[src/rtl/lut_cfg_pkg.sv]
// Shared definitions for the run-time LUT configuration controller:
// the controller state encoding and the fixed LUT geometry.
package lut_cfg_pkg;

  localparam int LUT_BITS = 32;  // truth-table bits per 5-input LUT
  localparam int LUT_IN_W = 5;   // address width of one LUT

  typedef enum logic [1:0] {
    IDLE   = 2'd0,
    LOAD   = 2'd1,
    COMMIT = 2'd2
  } state_t;

endpackage

[src/rtl/lut5_cfg_ctrl_if.sv]
// Configuration port of the LUT bank: load control, beat handshake and
// status pulses. The controller is the slave; whoever streams tables is the master.
interface lut5_cfg_ctrl_if #(
  parameter int CFG_W = 8
);

  logic             start;
  logic             abort;
  logic             cfg_valid;
  logic [CFG_W-1:0] cfg_data;
  logic             cfg_ready;
  logic             busy;
  logic             done;
  logic             err;

  modport master (
    output start, abort, cfg_valid, cfg_data,
    input  cfg_ready, busy, done, err
  );

  modport slave (
    input  start, abort, cfg_valid, cfg_data,
    output cfg_ready, busy, done, err
  );

endinterface

[src/rtl/lut5_rt.sv]
// One run-time configurable 5-input LUT: a 32-bit active truth table that is
// replaced wholesale when we is high, plus a registered lookup of that table.
module lut5_rt
  import lut_cfg_pkg::*;
#(
  parameter logic [LUT_BITS-1:0] INIT_VAL = '0
) (
  input  logic                clk,
  input  logic                rst_n,
  input  logic                we,
  input  logic [LUT_BITS-1:0] tbl_in,
  input  logic [LUT_IN_W-1:0] addr,
  output logic                o
);

  logic [LUT_BITS-1:0] tbl_q, tbl_d;
  logic                o_q, o_d;

  // Next table and lookup; the lookup reads the current table, so a table
  // written on this edge only reaches o one edge later.
  always_comb begin
    tbl_d = we ? tbl_in : tbl_q;
    o_d   = tbl_q[addr];
  end

  // Table and output registers.
  // NOTE: storage arrays are reset here too, because the active table must
  // return to a known truth table whenever rst_n drops, even mid-load.
  always_ff @(posedge clk or negedge rst_n) begin
    if (!rst_n) begin
      tbl_q <= INIT_VAL;
      o_q   <= 1'b0;
    end else begin
      tbl_q <= tbl_d;
      o_q   <= o_d;
    end
  end

  assign o = o_q;

endmodule

[src/rtl/lut5_cfg_ctrl.sv]
// Run-time configuration controller for a bank of NUM_LUT 5-input LUTs.
// Tables stream in word-serially into a shadow store; after the last beat the
// whole bank commits in a single cycle, so lookups never see a half-loaded bank.
module lut5_cfg_ctrl
  import lut_cfg_pkg::*;
#(
  parameter int          NUM_LUT  = 4,
  parameter int          CFG_W    = 8,
  parameter logic [31:0] INIT_VAL = 32'h0000_0000
) (
  input  logic                         clk,
  input  logic                         rst_n,
  lut5_cfg_ctrl_if.slave               cfg,
  input  logic [LUT_IN_W*NUM_LUT-1:0]  lut_in,
  output logic [NUM_LUT-1:0]           lut_out
);

  localparam int BEATS  = NUM_LUT * LUT_BITS / CFG_W;
  localparam int CNT_W  = (BEATS > 1) ? $clog2(BEATS) : 1;
  localparam int SHAD_W = NUM_LUT * LUT_BITS;

  state_t              state_q, state_d;
  logic [CNT_W-1:0]    beat_cnt_q, beat_cnt_d;
  logic [SHAD_W-1:0]   shadow_q, shadow_d;
  logic                cfg_ready_q, cfg_ready_d;
  logic                busy_q, busy_d;
  logic                done_q, done_d;
  logic                err_q, err_d;
  logic                xfer;
  logic                commit;

  assign xfer   = cfg.cfg_valid & cfg_ready_q;
  assign commit = (state_q == COMMIT);

  // Next-state, beat counting and shadow writes. Abort outranks a beat in the
  // same cycle; start is only looked at in IDLE, so start-while-busy is ignored.
  // NOTE: every signal assigned here gets a default first, so no path can
  // leave one unassigned and infer a latch.
  always_comb begin
    state_d    = state_q;
    beat_cnt_d = beat_cnt_q;
    shadow_d   = shadow_q;
    done_d     = 1'b0;
    err_d      = 1'b0;
    unique case (state_q)
      IDLE: begin
        if (cfg.start) begin
          state_d    = LOAD;
          beat_cnt_d = '0;
        end
      end
      LOAD: begin
        if (cfg.abort) begin
          state_d = IDLE;
          err_d   = 1'b1;
        end else if (xfer) begin
          shadow_d[int'(beat_cnt_q)*CFG_W +: CFG_W] = cfg.cfg_data;
          if (beat_cnt_q == CNT_W'(BEATS - 1)) begin
            state_d = COMMIT;
          end else begin
            beat_cnt_d = beat_cnt_q + 1'b1;
          end
        end
      end
      COMMIT: begin
        state_d = IDLE;
        done_d  = 1'b1;
      end
      default: state_d = IDLE;
    endcase
    // Handshake/status flags are registered copies of the upcoming state.
    cfg_ready_d = (state_d == LOAD);
    busy_d      = (state_d != IDLE);
  end

  // Controller registers.
  // NOTE: sequential state uses non-blocking assignments so every flop
  // samples pre-edge values regardless of block ordering.
  always_ff @(posedge clk or negedge rst_n) begin
    if (!rst_n) begin
      state_q     <= IDLE;
      beat_cnt_q  <= '0;
      shadow_q    <= {NUM_LUT{INIT_VAL}};
      cfg_ready_q <= 1'b0;
      busy_q      <= 1'b0;
      done_q      <= 1'b0;
      err_q       <= 1'b0;
    end else begin
      state_q     <= state_d;
      beat_cnt_q  <= beat_cnt_d;
      shadow_q    <= shadow_d;
      cfg_ready_q <= cfg_ready_d;
      busy_q      <= busy_d;
      done_q      <= done_d;
      err_q       <= err_d;
    end
  end

  assign cfg.cfg_ready = cfg_ready_q;
  assign cfg.busy      = busy_q;
  assign cfg.done      = done_q;
  assign cfg.err       = err_q;

  // LUT bank: every table loads from its shadow slice in the COMMIT cycle.
  for (genvar k = 0; k < NUM_LUT; k++) begin : g_lut
    lut5_rt #(
      .INIT_VAL (INIT_VAL)
    ) u_lut (
      .clk    (clk),
      .rst_n  (rst_n),
      .we     (commit),
      .tbl_in (shadow_q[k*LUT_BITS +: LUT_BITS]),
      .addr   (lut_in[k*LUT_IN_W +: LUT_IN_W]),
      .o      (lut_out[k])
    );
  end

endmodule
[src/flat_wrapper.sv]
// flat-port wrapper written by rule: the top's interface ports become plain ports
module lut5_cfg_ctrl_flat import lut_cfg_pkg::*;
#(
  parameter int          NUM_LUT  = 4,
  parameter int          CFG_W    = 8,
  parameter logic [31:0] INIT_VAL = 32'h0000_0000
)
  (clk, rst_n, lut_in, lut_out, cfg_start, cfg_abort, cfg_cfg_valid, cfg_cfg_data, cfg_cfg_ready, cfg_busy, cfg_done, cfg_err);
  lut5_cfg_ctrl_if #(.CFG_W(CFG_W)) cfg_i ();
  input  logic clk;
  input  logic rst_n;
  input  logic [LUT_IN_W*NUM_LUT-1:0] lut_in;
  output logic [NUM_LUT-1:0] lut_out;
  input wire logic [$bits(cfg_i.start)-1:0] cfg_start;
  input wire logic [$bits(cfg_i.abort)-1:0] cfg_abort;
  input wire logic [$bits(cfg_i.cfg_valid)-1:0] cfg_cfg_valid;
  input wire logic [$bits(cfg_i.cfg_data)-1:0] cfg_cfg_data;
  output wire logic [$bits(cfg_i.cfg_ready)-1:0] cfg_cfg_ready;
  output wire logic [$bits(cfg_i.busy)-1:0] cfg_busy;
  output wire logic [$bits(cfg_i.done)-1:0] cfg_done;
  output wire logic [$bits(cfg_i.err)-1:0] cfg_err;
  assign cfg_i.start = cfg_start;
  assign cfg_i.abort = cfg_abort;
  assign cfg_i.cfg_valid = cfg_cfg_valid;
  assign cfg_i.cfg_data = cfg_cfg_data;
  assign cfg_cfg_ready = cfg_i.cfg_ready;
  assign cfg_busy = cfg_i.busy;
  assign cfg_done = cfg_i.done;
  assign cfg_err = cfg_i.err;
  lut5_cfg_ctrl #(.NUM_LUT(NUM_LUT), .CFG_W(CFG_W), .INIT_VAL(INIT_VAL)) u_core (.clk(clk), .rst_n(rst_n), .cfg(cfg_i), .lut_in(lut_in), .lut_out(lut_out));
endmodule
[config.mk]
export PLATFORM = sky130hd
export DESIGN_NAME = lut5_cfg_ctrl_flat
export DESIGN_NICKNAME = d
export VERILOG_FILES = /design/src/rtl/lut_cfg_pkg.sv /design/src/rtl/lut5_cfg_ctrl_if.sv /design/src/rtl/lut5_rt.sv /design/src/rtl/lut5_cfg_ctrl.sv /design/src/flat_wrapper.sv
export SDC_FILE = /design/constraint.sdc
export NUM_CORES = 1
export LEC_CHECK = 0
export CAP_MARGIN = 30
export CORE_MARGIN = 4
export CORE_UTILIZATION = 64
export DETAILED_ROUTE_END_ITERATION = 12
export PLACE_DENSITY = 0.82
export SLEW_MARGIN = 20
export SYNTH_ARGS = -nofsm -noshare
export SYNTH_HDL_FRONTEND = slang
export SYNTH_SLANG_ARGS = --single-unit
[constraint.sdc]
create_clock -name clk -period 6.5 [get_ports clk]
set_clock_uncertainty 0.2 [all_clocks]
set_input_delay 0.975 -clock clk [delete_from_list [all_inputs] [get_ports clk]]
set_output_delay 0.975 -clock clk [all_outputs]
set_load 0.005 [all_outputs]
==> impl_metrics.py <==
metrics = {
    "detailed_routing": {
        "firstDrtPassIters": 5,
        "vias": 7362,
        "drcViolationCount": 0,
        "postRouteAntennaNets": 0,
        "routedWlPerCell_um": 20.4,
        "drt-total-wl_mm": 24.9,
        "drt_iter0_drc": 490,
        "viasPerCell": 6.05,
    },
    "setup_path": {
        "setup.worst_path.start": "u_core.beat_cnt_q[0]$_DFFE_PN0P_",
        "max_stage_delay_ns": 0.82,
        "crit_path_top_delay_cell": "nor2_1",
        "worst_setup_path_start_kind": "flop",
        "crit_family": "simple AND/OR/NAND/NOR gates",
        "path_depth": 5,
        "reg2reg_depth": 5,
        "critPathRequiredTime_ns": 6.72,
        "crit_buf_inv": 1,
        "cp_data_arrival_time_ns": 3.58,
        "worstPathCellList": "inv_1 -> ha_1 -> nor2_1 -> nand3_2 -> mux2_2",
        "timing.rr.start": "u_core.beat_cnt_q[0]$_DFFE_PN0P_",
        "cp-end-kind": "flop",
        "path_class": "reg2reg",
        "r2r_setup_slack_ns": 3.14,
        "rr_endpoint": "u_core.shadow_q[127]$_DFFE_PN0P_",
        "cp_max_fo": 18,
        "crit_path_end": "u_core.shadow_q[127]$_DFFE_PN0P_",
    },
    "final_layout": {
        "drive_above_1_share_pct": 25.0,
        "final_area_um2": 13100,
        "fin_nets": 1006,
        "fin_util_pct": 72.7,
        "diodes": 0,
        "areaGrowthSynthToFinish_pct": 11.6,
    },
    "synthesis": {
        "ys_ff_latch": 270,
        "synth_top_cell_area_share_pct": 57.5,
        "synth_area_per_cell_um2": 12.4,
        "ys_seq_area_share_pct": 57.5,
        "post-synth-top-area-cell": "dfrtp_1",
        "async_reset_ff_share_pct": 100,
        "synthFlopType": "dfrtp_1",
        "synth_warnings": 0,
        "syn-num-nets": 980,
        "syn_inst": 944,
        "synth_edf_count": 0,
        "synth.area.top_cells": "dfrtp_1 (58%), mux2_2 (16%), mux2i_1 (5.5%), nand2_1 (4.8%), o21ai_0 (3.2%)",
        "syn_area_um2": 11700,
        "synth.distinct_cells": 53,
    },
    "grt": {
        "grt_max_degree": 153,
        "track_usage_pct": 24.8,
        "grt_pass1_wl_mm": 40.2,
        "gr-total-overflow": 0,
        "antenna_found_initial": 0,
        "grt_pass1_vias": 7499,
    },
    "power_and_ir_drop": {
        "power_density_nw_per_um2": 266,
        "sw_frac_of_total_pct": 23.6,
        "clock_power_share_pct": 43.1,
        "seq_power_share_pct": 50.0,
        "switchingPower_mw": 0.821,
        "p_comb_share_pct": 6.9,
        "irDropWorstVdd_mv": 0.394,
        "leakage_nw": 6.36,
        "intPower_mw": 2.66,
    },
    "clocking": {
        "root_buffer": "clkbuf_16",
        "clockBufferDepth": 3,
        "cts.sinks": 270,
        "cts.hold.buffers_added": 0,
        "cts_tree": "yes",
        "htree_levels": 1,
        "numCtsBuffers": 26,
        "clkTransAtPathRegs_ns": 0.07,
        "post-cts-setup-buffers": 0,
        "clkLatencyLatePin_ns": 0.54,
        "cts_resized": 0,
    },
    "run_status": {
        "status": "finished, final reports clean",
    },
    "floorplanning": {
        "initial_core_util_pct": 65.1,
        "boundaryPins": 41,
        "rows": 49,
        "core_um2": 18000,
        "die_y_um": 143,
        "dieArea_um2": 20600,
        "die_w_um": 143,
    },
    "timing": {
        "slew_headroom_pct": 35.8,
        "finalSetupTns_ns": 0,
        "period_needed_ns": 3.36,
        "fin_hold_ws_ns": 0.274,
        "finalHoldViolations": 0,
        "setup_viol": 0,
        "clock.fmax_mhz": 298,
        "setup_ws_ns": 3.14,
        "drv_slew": 0,
        "period_share_pct": 51.7,
        "rsz0062_at_grt": "false",
        "worst_pin_slew_ns": 0.960,
    },
    "placed_design": {
        "hpwl_mm": 16.1,
        "pre_cts_slack_ns": 3.08,
        "place_congestion": 0.880,
        "placed_area_um2": 12200,
        "portBuffers": 40,
    },
    "hold_path": {
        "hp-class": "reg2reg",
    },
    "job": {
        "drv_cap": 0,
    },
}
## metal layers
layer / wire (µm) / GRT usage (%) / up-vias / share of wire [%]
met5: 0 / 0 / - / 0
met4: 851 / 7.04 / 0 / 3.4
met3: 1440 / 4.99 / 55 / 5.8
met2: 11700 / 40.1 / 202 / 47
met1: 10800 / 34.7 / 3731 / 44
li1: - / - / 3374 / -
## placed cells by master (no fill, tap or decap), drive strengths merged, types with 2 or more instances in the layout
cell type and n:
nor2b 9, nor3 4, a211oi 4, buf 6
nand3 19, nand2b 8, and3 9, clkbuf 34
a21oi 16, nor2 15, a311o 4, and2 13
clkdlybuf4s50 39, nand2 152, dfrtp 270, mux2 172
nand3b 2, o21ai 87, nand4b 7, bufinv 2
ha 3, inv 5, clkinvlp 4, a22oi 16
mux2i 64, nand4 6, nor3b 2, o31a 2
clkinv 6
## cell type report
type,instances,area (µm²)
sequential,270,6760
clock inverter,12,131
multi-input combinational,622,4730
timing repair buffer,45,455
tap,229,287
clock buffer,34,721
inverter,5,18.8
fill,1224,4930
## Yosys cell counts, drive strengths merged, types with 5 or more instances
master,n
nand4,6
a21oi,16
nand3,19
mux2,172
o21ai,87
and2,13
inv,5
a22oi,16
nand2b,8
dfrtp,270
and3,9
nand4b,7
buf,41
nand2,152
nor2b,9
clkbuf,6
nor2,15
mux2i,64
## through the flow
stage | power, mW | instances
after floorplan | 1.89 | 944
after global placement | 2.00 | 1171
after detailed placement | 2.00 | 1171
after CTS | 3.50 | 1217
after global routing | 3.60 | 1217
final | 3.48 | 1217
## worst reg2reg max path, stage by stage (launching register included)
cell and delay [ns]:
dfrtp_1 0.70, inv_1 0.15, ha_1 0.57, nor2_1 0.82, nand3_2 0.43, mux2_2 0.38
## kinds of logic after synthesis
kind of cell	Yosys count	share of synthesized area (%)
AO/OA/AOI/OAI	132	6.48
XOR/XNOR	2	0.277
flip-flops	270	57.5
multiplexers	236	22.0
buffers and inverters	52	2.25
adder cells (fa/ha/maj)	3	0.320
AND/OR/NAND/NOR	249	11.2
## worst min-delay path by stage
stage / startpoint / to / depth (start not counted)
2_1_floorplan: u_core.shadow_q[24]$_DFFE_PN0P_ / u_core.shadow_q[24]$_DFFE_PN0P_ / 2
3_3_place_gp: u_core.shadow_q[8]$_DFFE_PN0P_ / u_core.shadow_q[8]$_DFFE_PN0P_ / 2
6_report: u_core.shadow_q[59]$_DFFE_PN0P_ / u_core.shadow_q[59]$_DFFE_PN0P_ / 2
4_1_cts: u_core.shadow_q[42]$_DFFE_PN0P_ / u_core.shadow_q[42]$_DFFE_PN0P_ / 2
5_1_grt: u_core.shadow_q[59]$_DFFE_PN0P_ / u_core.shadow_q[59]$_DFFE_PN0P_ / 2
3_5_place_dp: u_core.shadow_q[42]$_DFFE_PN0P_ / u_core.shadow_q[42]$_DFFE_PN0P_ / 2
## power by group through the flow
stage               clock, mW  combinational, mW  sequential, mW
floorplan                   0              0.141            1.75
global placement            0              0.236            1.76
detailed placement          0              0.239            1.77
CTS                      1.52              0.242            1.74
global route             1.59              0.266            1.74
finish                   1.50              0.242            1.74
## state kept, by name, indices dropped and copies added (netlist names)
signal / flops
u_core.g_lut.u_lut.o: 4
u_core.cfg.busy: 1
u_core.shadow_q: 128
u_core.cfg.done: 1
u_core.cfg.err: 1
u_core.g_lut.u_lut.tbl_q: 128
u_core.cfg.cfg_ready: 1
u_core.beat_cnt_q: 4
u_core.state_q: 2
Note: power is estimated with default switching activity, not from simulation.
